[src/rtl/logic_op_pkg.sv]
// Shared opcode constants and FSM state type for logic_op_scheduler.
// Imported by logic_unit and logic_op_scheduler.
package logic_op_pkg;

    localparam logic [2:0] OP_AND  = 3'd0;
    localparam logic [2:0] OP_OR   = 3'd1;
    localparam logic [2:0] OP_NAND = 3'd2;
    localparam logic [2:0] OP_NOR  = 3'd3;
    localparam logic [2:0] OP_XOR  = 3'd4;

    typedef enum logic {
        EMPTY = 1'b0,
        FULL  = 1'b1
    } state_e;

endpackage

[src/rtl/logic_unit.sv]
// Combinational bitwise logic unit shared by both requesters.
// Ports: op_i opcode, a_i/b_i operands, y_o result, err_o illegal opcode.
module logic_unit
    import logic_op_pkg::*;
#(
    parameter int WIDTH = 8
) (
    input  logic [2:0]       op_i,
    input  logic [WIDTH-1:0] a_i,
    input  logic [WIDTH-1:0] b_i,
    output logic [WIDTH-1:0] y_o,
    output logic             err_o
);

    always_comb begin
        y_o   = '0;
        err_o = 1'b0;
        case (op_i)
            OP_AND:  y_o = a_i & b_i;
            OP_OR:   y_o = a_i | b_i;
            OP_NAND: y_o = ~(a_i & b_i);
            OP_NOR:  y_o = ~(a_i | b_i);
            OP_XOR:  y_o = a_i ^ b_i;
            default: err_o = 1'b1;
        endcase
    end

endmodule

[src/rtl/logic_op_scheduler.sv]
// Round-robin scheduler time-sharing one logic_unit between two requesters,
// with a one-entry result register, valid/ready handshakes and per-requester
// delivery counters. Ports: clk/reset, req0_*/req1_* request channels,
// res_* result channel, done_cnt0/done_cnt1 delivered-result counters.
module logic_op_scheduler
    import logic_op_pkg::*;
#(
    parameter int WIDTH = 8,
    parameter int CNT_W = 16
) (
    input  logic             clk,
    input  logic             reset,
    input  logic             req0_valid,
    output logic             req0_ready,
    input  logic [2:0]       req0_op,
    input  logic [WIDTH-1:0] req0_a,
    input  logic [WIDTH-1:0] req0_b,
    input  logic             req1_valid,
    output logic             req1_ready,
    input  logic [2:0]       req1_op,
    input  logic [WIDTH-1:0] req1_a,
    input  logic [WIDTH-1:0] req1_b,
    output logic             res_valid,
    input  logic             res_ready,
    output logic [WIDTH-1:0] res_data,
    output logic             res_id,
    output logic             res_err,
    output logic [CNT_W-1:0] done_cnt0,
    output logic [CNT_W-1:0] done_cnt1
);

    localparam logic [CNT_W-1:0] CNT_ONE = 1;

    state_e           state_q;
    logic [WIDTH-1:0] data_q;
    logic             id_q;
    logic             err_q;
    logic             prio_q;
    logic [CNT_W-1:0] cnt0_q;
    logic [CNT_W-1:0] cnt1_q;

    logic             can_accept;
    logic             grant;
    logic             accept;
    logic             res_xfer;
    logic [2:0]       op_d;
    logic [WIDTH-1:0] a_d;
    logic [WIDTH-1:0] b_d;
    logic [WIDTH-1:0] y_d;
    logic             err_d;

    assign res_valid  = (state_q == FULL);
    assign res_xfer   = res_valid && res_ready;
    assign can_accept = !res_valid || res_ready;

    // prio_q names the requester that wins a tie; a lone requester always wins.
    assign grant = (req0_valid && req1_valid) ? prio_q : req1_valid;

    assign req0_ready = !reset && can_accept && req0_valid && !grant;
    assign req1_ready = !reset && can_accept && req1_valid && grant;
    assign accept     = req0_ready || req1_ready;

    assign op_d = grant ? req1_op : req0_op;
    assign a_d  = grant ? req1_a  : req0_a;
    assign b_d  = grant ? req1_b  : req0_b;

    logic_unit #(.WIDTH(WIDTH)) u_lu (
        .op_i  (op_d),
        .a_i   (a_d),
        .b_i   (b_d),
        .y_o   (y_d),
        .err_o (err_d)
    );

    always_ff @(posedge clk) begin
        if (reset) begin
            state_q <= EMPTY;
            data_q  <= '0;
            id_q    <= 1'b0;
            err_q   <= 1'b0;
            prio_q  <= 1'b0;
            cnt0_q  <= '0;
            cnt1_q  <= '0;
        end else begin
            // A new accept overwrites the slot even while the old result
            // leaves, so the FSM stays FULL in that case.
            if (accept) begin
                state_q <= FULL;
                data_q  <= y_d;
                id_q    <= grant;
                err_q   <= err_d;
                prio_q  <= ~grant;
            end else if (res_xfer) begin
                state_q <= EMPTY;
            end
            if (res_xfer) begin
                if (id_q) cnt1_q <= cnt1_q + CNT_ONE;
                else      cnt0_q <= cnt0_q + CNT_ONE;
            end
        end
    end

    assign res_data  = data_q;
    assign res_id    = id_q;
    assign res_err   = err_q;
    assign done_cnt0 = cnt0_q;
    assign done_cnt1 = cnt1_q;

endmodule

[config.mk]
export PLATFORM = sky130hd
export DESIGN_NAME = logic_op_scheduler
export DESIGN_NICKNAME = d
export VERILOG_FILES = /design/src/rtl/logic_op_pkg.sv /design/src/rtl/logic_unit.sv /design/src/rtl/logic_op_scheduler.sv
export SDC_FILE = /design/constraint.sdc
export NUM_CORES = 1
export LEC_CHECK = 0
export BUFFER_PORTS_ARGS = -buffer_cell sky130_fd_sc_hd__buf_2
export CAP_MARGIN = 10
export CORE_UTILIZATION = 42
export CTS_CLUSTER_DIAMETER = 30
export CTS_CLUSTER_SIZE = 28
export DETAILED_ROUTE_END_ITERATION = 6
export GPL_TIMING_DRIVEN = 0
export PLACE_DENSITY_LB_ADDON = 0.25
export SLEW_MARGIN = 40
export SYNTH_ARGS = -nofsm -noshare
export SYNTH_HDL_FRONTEND = slang
export SYNTH_SLANG_ARGS = --single-unit
export TNS_END_PERCENT = 1
[constraint.sdc]
create_clock -name clk -period 2.5 [get_ports clk]
set_input_delay 0 -clock clk [delete_from_list [all_inputs] [get_ports clk]]
set_output_delay 0 -clock clk [all_outputs]
set_load 0.05 [all_outputs]
# Word-level counts from Yosys, hierarchy flattened
# Cells that the tools add are included.
word_totals:
  register_bits: 44
classes:
  n_addsub: 2
  eq_ne: 4
  n_mux: 8
  bitwise: 7
  n_reduce_logical: 17
ops:
  columns: ["operator", "n"]
  rows:
  - ["case mux 8 bit (5 select lines)", 1]
  - ["adder 16 x 1 -> 16 bit (second input constant)", 2]
  - ["2-to-1 mux 8 bit", 2]
  - ["inverter 8 bit", 2]
  - ["bitwise AND 8 bit", 1]
  - ["OR 8 bit", 1]
  - ["bitwise XOR 8 bit", 1]
  - ["logical AND 1 bit", 7]
  - ["== test 3 x 2 -> 1 bit (second input constant)", 2]
  - ["OR reduction 5 bit", 1]
  - ["2-to-1 mux 1 bit", 4]
  - ["AND reduction 2 bit", 2]
  - ["== test 3 x 1 -> 1 bit (second input constant)", 1]
  - ["== test 3 bit (second input constant)", 1]
  - ["logical NOT 1 bit", 3]
  - ["logical NOT 3 bit", 1]
  - ["2-to-1 mux 3 bit", 1]
  - ["logical OR 1 bit", 2]
  - ["inverter 1 bit", 2]
  - ["nonzero test 2 bit", 1]

# Depth between registers and ports, before layout
# Gate-level depths: netlist (run 1).
depth:
  ltp_word: 7
  depth_mapped: 11
  depth_no_buf: 9

# Cells and area by module
# A second synthesis (run 1) with hierarchy kept.
hier_totals:
  hier_cells: 312
  area_unflattened_um2: 2720.1
modules_own_cells:
  columns: ["module", "n_inst", "cells_each", "area_per_inst_um2"]
  rows:
  - ["logic_op_scheduler", 1, 229, 2148.3]
  - ["logic_unit", 1, 83, 571.8]

# Worst setup path after synthesis (run 1)
# No wires, ideal clock.
synth_timing:
  kind: "flip-flop to flip-flop"
  from: "register prio_q"
  to: "register data_q[3], in the netlist res_data[3]"
  setup_time_ns: 0.132
  arrival_ns: 2.120
  path_slack_ns: 0.247
  stages_incl_launch_ff: 11
  synth_period_minus_slack_ns: 2.253
  path_cell_list: "dfxtp_1 nand2b_1 buf_6 nand2_4 buf_1 mux2i_1 inv_1 ha_1 or3_1 a31oi_1 a311oi_1"
synth_via:
  elab_chain_cells: 5
synth_lines:
  columns: ["item", "line", "text"]
  rows:
  - ["start: declaration", "logic_op_scheduler.sv:38", "logic prio_q;"]
  - ["start signal: assignment", "logic_op_scheduler.sv:92", "prio_q <= ~grant;"]
  - ["2-to-1 mux 1 bit *", "logic_op_scheduler.sv:57", "assign grant = (req0_valid && req1_valid) ? prio_q : req1_valid;"]
  - ["2-to-1 mux 8 bit (on tied branches)", "logic_op_scheduler.sv:64, logic_op_scheduler.sv:65", null]
  - ["OR 8 bit or bitwise AND 8 bit (tied branches)", null, null]
  - ["inverter 8 bit (on tied branches)", "logic_unit.sv:22, logic_unit.sv:21", null]
  - ["case mux 8 bit (5 select lines)", "logic_unit.sv:18", "case (op_i)"]
  - ["end signal: assignment", "logic_op_scheduler.sv:89", "data_q <= y_d;"]
  - ["end: declaration", "logic_op_scheduler.sv:35", "logic [WIDTH-1:0] data_q;"]
# Mark *: on every way between the ends. The rest lies on a longest branch, timed or not.
# A chain may end at the register's enable or synchronous reset.

# Worst setup path in the final report (run 1)
layout_timing:
  from: "register prio_q"
  to: "register data_q[5], in the netlist res_data[5]"
# The elaborated chain is that of the path after synthesis.

==> impl_metrics.tcl, run 1 <==
set metrics [dict create \
    slowest_delay_ns 0.37 \
    drv_slew 0 \
    crit_type "flop to flop" \
    syn_inst 358 \
    cp_top_family "simple AND/OR/NAND/NOR gates" \
    cts_buffers 5 \
    drt_first_pass_iters 4 \
    place_area_um2 3437 \
    drc 0 \
    layout_commonest_cell "buf_2" \
    ant_nets 0 \
    arrival_ns 2.38 \
    die_x_um 85.10 \
    maxCapViolCount 0 \
    gp_congestion 0.8434 \
    rows 29 \
    ys_types 43 \
    slowest_stage "or3_1" \
    hold_violations 0 \
    clock-sinks 44 \
    synth_flop_cell "dfxtp_1" \
    yosys-top-cells-area "dfxtp_1 (30%), ha_1 (7.8%), xor2_1 (5.1%)" \
    first_global_vias 2651 \
    synth-edff-count 0 \
    routed_wl_um 6886 \
    power_uw 1662 \
    vias 2794 \
    rsz0062_at_grt "no" \
    crit_path_end_kind "flop" \
    place_ws_ns -0.1606 \
    fmaxAchievable_mhz 450.7 \
    cp_num_buf_inv 2 \
    floorplan.die.height_um 85.10 \
    clk_pin_slew_ns 0.09 \
    synthArstFlopShare 0 \
    post_cts_buffers 0 \
    final_nets 512 \
    worstSetupStartpointType "flop" \
    startpoint "prio_q$_SDFFE_PP0P_" \
    wl_per_cell_um 13.02 \
    initialDrtViolationCount 110 \
    insertion_delay_ns 0.29 \
    tightest_slew_ns 0.7042 \
    power_density_nw_per_um2 468.1 \
    h-tree-depth 2 \
    finalCritPeriodShare 0.8875 \
    leakage_uw 0.001673 \
    finClkSkew_ns 0.007989 \
    drive_gt1_frac 0.2677 \
    mostFrequentLayoutCells "buf_2 (89), dfxtp_1 (44), nand2_1 (39), nor2_1 (38), inv_1 (20)" \
    max-vdd-ir-drop_uv 247.3 \
    dp_hpwl_um 5295 \
    relSlewSlack 0.5305 \
    die-area_um2 7242 \
    root_buffer "clkbuf_8" \
    io_pins 88 \
    floorplan.initialDensity 0.4465 \
    finalWorstSetupSlack_ns 0.2812 \
    viasPerCell 5.282 \
    postSynthAreaPerCell_um2 8.101 \
    syn-num-nets 419 \
    ctsHoldBuffers 0 \
    cp.required_ns 2.66 \
    grt_usage 0.1989 \
    tritoncts "built" \
    grt_start_max_net_pins 20 \
    portBuffers 87 \
    core_area_um2 6495 \
    fill_cells 619 \
    yosysWarnings 0 \
    fin_util 0.5467 \
    synth_top_area_frac 0.3037 \
    grt_overflow 0 \
    finalInstanceArea_um2 3551 \
    path_max_fanout 19 \
    setup_violations 0 \
    ys_seq_elements 44 \
    grt_pass1_wl_um 11610 \
    cp_cell_sequence "nand2b_1 -> buf_6 -> nand2_4 -> mux2i_1 -> inv_1 -> ha_1 -> or3_1 -> a31oi_1 -> a311oi_1" \
    syn2layout_area_growth_pct 22.43 \
    outcome "complete, no violations" \
    hold_class "input pin to flop" \
    period_minus_slack_ns 2.219 \
    r2r_start "prio_q$_SDFFE_PP0P_" \
    diodes 0 \
    syn-cell-area_um2 2900 \
    yosysTopAreaCell "dfxtp_1" \
    min_from "req0_valid" \
    clock_path_buffers 2 \
    antenna_found_initial 0 \
    ys_seq_area_frac 0.3037 \
]
==> worst paths after layout <==
| path | slack, ns | cells after the start | to |
|---|---|---|---|
| worst max register to register | 0.28 | 9 | res_data[5]$_SDFFE_PP0P_ |
| worst min-delay path | 0.07 | 3 | prio_q$_SDFFE_PP0P_ |
| worst max-delay path | 0.28 | 9 | res_data[5]$_SDFFE_PP0P_ |
| worst min register to register | 0.51 | 1 | prio_q$_SDFFE_PP0P_ |
==> power by group <==
| group | switching [µW] | internal (µW) |
|---|---|---|
| sequential | 11.2 | 713 |
| combinational | 237 | 150 |
| clock | 250 | 301 |
| total | 498 | 1160 |
==> flip-flops by register name (all words and copies together) (netlist names) <==
name and cells:
done_cnt0 16, done_cnt1 16, res_data 8, prio_q 1, res_err 1, res_id 1, res_valid 1
==> cells by family after synthesis <==
| family | Yosys count | synth area share |
|---|---|---|
| and+or+nand+nor | 155 | 0.2865 |
| AOI/OAI and AO/OA | 63 | 0.1441 |
| DFF | 44 | 0.3037 |
| buffers and inverters | 38 | 0.06298 |
| xor gates and xnor gates | 30 | 0.09059 |
| adders and majority gates | 18 | 0.07765 |
| muxes | 10 | 0.03451 |
==> worst reg2reg max path: stages (launching register included) <==
cell and delay [ns]:
dfxtp_1 0.34, nand2b_1 0.15, buf_6 0.14, nand2_4 0.24
mux2i_1 0.28, inv_1 0.07, ha_1 0.21, or3_1 0.37
a31oi_1 0.19, a311oi_1 0.10
==> cells in the mapped netlist, drive strengths merged (9+ instances only) <==
library cell	count
nand3	14
xnor2	13
and3	11
dfxtp	44
a311oi	9
xor2	17
o21ai	20
nor3	13
mux2i	10
inv	20
nand2	40
buf	10
nor2	39
a21oi	12
ha	18
==> through the flow <==
stage               instances  setup TNS, ns  hold WS, ns
finish                    529              0      0.06805
floorplan                 358              0       0.1776
global route              529              0      0.07487
CTS                       529              0      0.04203
detailed placement        522        -0.3149       0.3698
global placement          522        -0.2543       0.3525
==> metal layers <==
metal	track usage	part of all wire
met5	0	0
met4	0.05547	0.0073
met3	0.03502	0.054
met2	0.3790	0.49
met1	0.2254	0.45
==> layout make-up <==
type,instances,area [µm²],share of cell area
buffer,17,103.9,0.02925
clock buffer,5,68.82,0.01938
clock inverter,3,46.29,0.01304
inverter,20,75.07,0.02114
multi-input combinational,276,1844,0.5194
sequential,44,880.8,0.2481
tap,77,96.34,0.02713
timing repair buffer,87,435.4,0.1226
==> repair_timing <==
item | in CTS | in global routing
setup endpoints to repair | 2 | 6
gates resized for setup | 0 | 1
hold endpoints to repair | 0 | 0
Note: power is estimated with default switching activity, not from simulation.
==> run 2, diff against run 1 <==
--- a/config.mk
+++ b/config.mk
@@ -7,9 +7,10 @@
 export LEC_CHECK = 0
 export BUFFER_PORTS_ARGS = -buffer_cell sky130_fd_sc_hd__buf_2
 export CAP_MARGIN = 10
-export CORE_UTILIZATION = 42
-export CTS_CLUSTER_DIAMETER = 30
-export CTS_CLUSTER_SIZE = 28
+export CELL_PAD_IN_SITES_DETAIL_PLACEMENT = 1
+export CELL_PAD_IN_SITES_GLOBAL_PLACEMENT = 2
+export CORE_UTILIZATION = 29
+export CTS_CLUSTER_DIAMETER = 50
 export DETAILED_ROUTE_END_ITERATION = 6
 export GPL_TIMING_DRIVEN = 0
 export PLACE_DENSITY_LB_ADDON = 0.25
==> run 2 against run 1 <==
Sequential cell count stayed put. Register-to-register slack worse by 0.05 ns. Clock power is 4.2% higher. Combinational power is 2% higher. First-iteration DRC count is 55% lower. Clock-buffer cell count stayed put. Cell count is 11% higher. Maximum frequency is 2.1% lower. Clock skew is 0.0046 ns lower. Sequential share of layout area is 0.48 points lower. Non-clock buffer count stayed put. Critical path depth stayed put. Critical path type unchanged.
==> impl_metrics.tcl, run 2 (synthesis gave the netlist of run 1 again) <==
set metrics [dict create \
    relSlewSlack 0.4706 \
    cp_cell_sequence "nand2b_1 -> buf_6 -> nand2_4 -> mux2i_1 -> inv_1 -> ha_1 -> or3_1 -> a31oi_1 -> a311oi_1" \
    reg2reg_slack_ns 0.23 \
    core_area_um2 9729 \
    crit_path_end_kind "flop" \
    outcome "complete, no violations" \
    finClkSkew_ns 0.003350 \
    rsz0062_at_grt "no" \
    hold_violations 0 \
    setup_violations 0 \
    ant_nets 0 \
    fill_cells 1232 \
    slowest_delay_ns 0.36 \
    routed_wl_um 8242 \
    slowest_stage "or3_1" \
    dp_hpwl_um 6289 \
    power_density_nw_per_um2 468.0 \
    die_x_um 102.0 \
    portBuffers 87 \
    top_layer "met4" \
    fin_util 0.3722 \
    antenna_found_initial 0 \
    wl_per_cell_um 14.09 \
    grt_start_max_net_pins 20 \
    fmaxAchievable_mhz 441.2 \
    clock_path_buffers 2 \
    crit_type "flop to flop" \
    initialDrtViolationCount 50 \
    floorplan.initialDensity 0.2981 \
    gp_congestion 0.7572 \
    wl_met2_um 4156 \
    cp_num_buf_inv 2 \
    drc 0 \
    cts_resized 0 \
    m1WireLength_um 3720 \
    vias 2806 \
    layout_commonest_cell "buf_2" \
    h-tree-depth 2 \
    period_minus_slack_ns 2.266 \
    wl_met3_um 280 \
    viasPerCell 4.797 \
    ctsHoldBuffers 0 \
    insertion_delay_ns 0.29 \
    post_cts_buffers 0 \
    drt_first_pass_iters 4 \
    grt_pass1_wl_um 13330 \
    clk_pin_slew_ns 0.09 \
    finalCritPeriodShare 0.9066 \
    syn2layout_area_growth_pct 24.85 \
    drive_gt1_frac 0.2677 \
    clock-sinks 44 \
    place_ws_ns -0.2019 \
    path_max_fanout 19 \
    mostFrequentLayoutCells "buf_2 (89), dfxtp_1 (44), nand2_1 (39), nor2_1 (38), inv_1 (20)" \
    hold_class "input pin to flop" \
    first_global_vias 2752 \
    arrival_ns 2.43 \
    floorplan.die.height_um 102.0 \
    worstSetupStartpointType "flop" \
    maxCapViolCount 0 \
    cp.required_ns 2.67 \
    cp_top_family "simple AND/OR/NAND/NOR gates" \
    finalWorstSetupSlack_ns 0.2336 \
    diodes 0 \
    io_pins 88 \
    grt_overflow 0 \
    leakage_uw 0.001673 \
    final_nets 512 \
    tritoncts "built" \
    grt_usage 0.1628 \
    drv_slew 0 \
    root_buffer "clkbuf_8" \
    die-area_um2 10410 \
    holdWs_ns 0.05000 \
    tightest_slew_ns 0.7941 \
    rows 36 \
    cts_buffers 5 \
    max-vdd-ir-drop_uv 199.7 \
]
==> run 2: cell counts in the layout (fill, tap and decap cells not counted) <==
Identical to the previous run, type by type.
==> run 2: power by group <==
part	total, µW	internal [µW]	switching [µW]
clock network	574	302	272
logic	396	151	246
registers	724	714	10.7
==> run 2: worst paths after layout <==
| check | from | to | cells after the start |
|---|---|---|---|
| setup / recovery | prio_q$_SDFFE_PP0P_ | res_data[0]$_SDFFE_PP0P_ | 9 |
| setup reg to reg | prio_q$_SDFFE_PP0P_ | res_data[0]$_SDFFE_PP0P_ | 9 |
| hold reg to reg | res_err$_SDFFE_PP0P_ | res_err$_SDFFE_PP0P_ | 2 |
| hold / removal | req0_valid | res_valid$_SDFFE_PP0P_ | 3 |
==> run 2: metrics by stage <==
stage	std cells	TNS, ns	area, µm²	power (µW)
4_1_cts	585	0	3618	1719
6_report	585	0	3621	1695
2_1_floorplan	358	0	2900	1017
3_5_place_dp	578	-0.4020	3507	1141
5_1_grt	585	0	3621	1790
3_3_place_gp	578	-0.3390	3502	1132
==> run 2: cell type report <==
| type | count | area (µm²) | share of cell area |
|---|---|---|---|
| Multi-Input combinational cell | 276 | 1844 | 0.5093 |
| Sequential cell | 44 | 880.8 | 0.2433 |
| Clock inverter | 3 | 46.29 | 0.01279 |
| Tap cell | 133 | 166.4 | 0.04596 |
| Inverter | 20 | 75.07 | 0.02073 |
| Buffer | 17 | 103.9 | 0.02868 |
| Timing Repair Buffer | 87 | 435.4 | 0.1202 |
| Clock buffer | 5 | 68.82 | 0.01900 |
==> run 2: routing by layer <==
metal  track usage  vias to the layer above
li1              -                     1415
met1        0.1967                     1323
met2        0.3025                       62
met3       0.02257                        6
met4       0.03846                        0
met5             0                        -
==> run 2: worst min-delay path, stage by stage <==
cell and delay, ns:
buf_2 0.12, nor2_1 0.07, a21oi_1 0.13
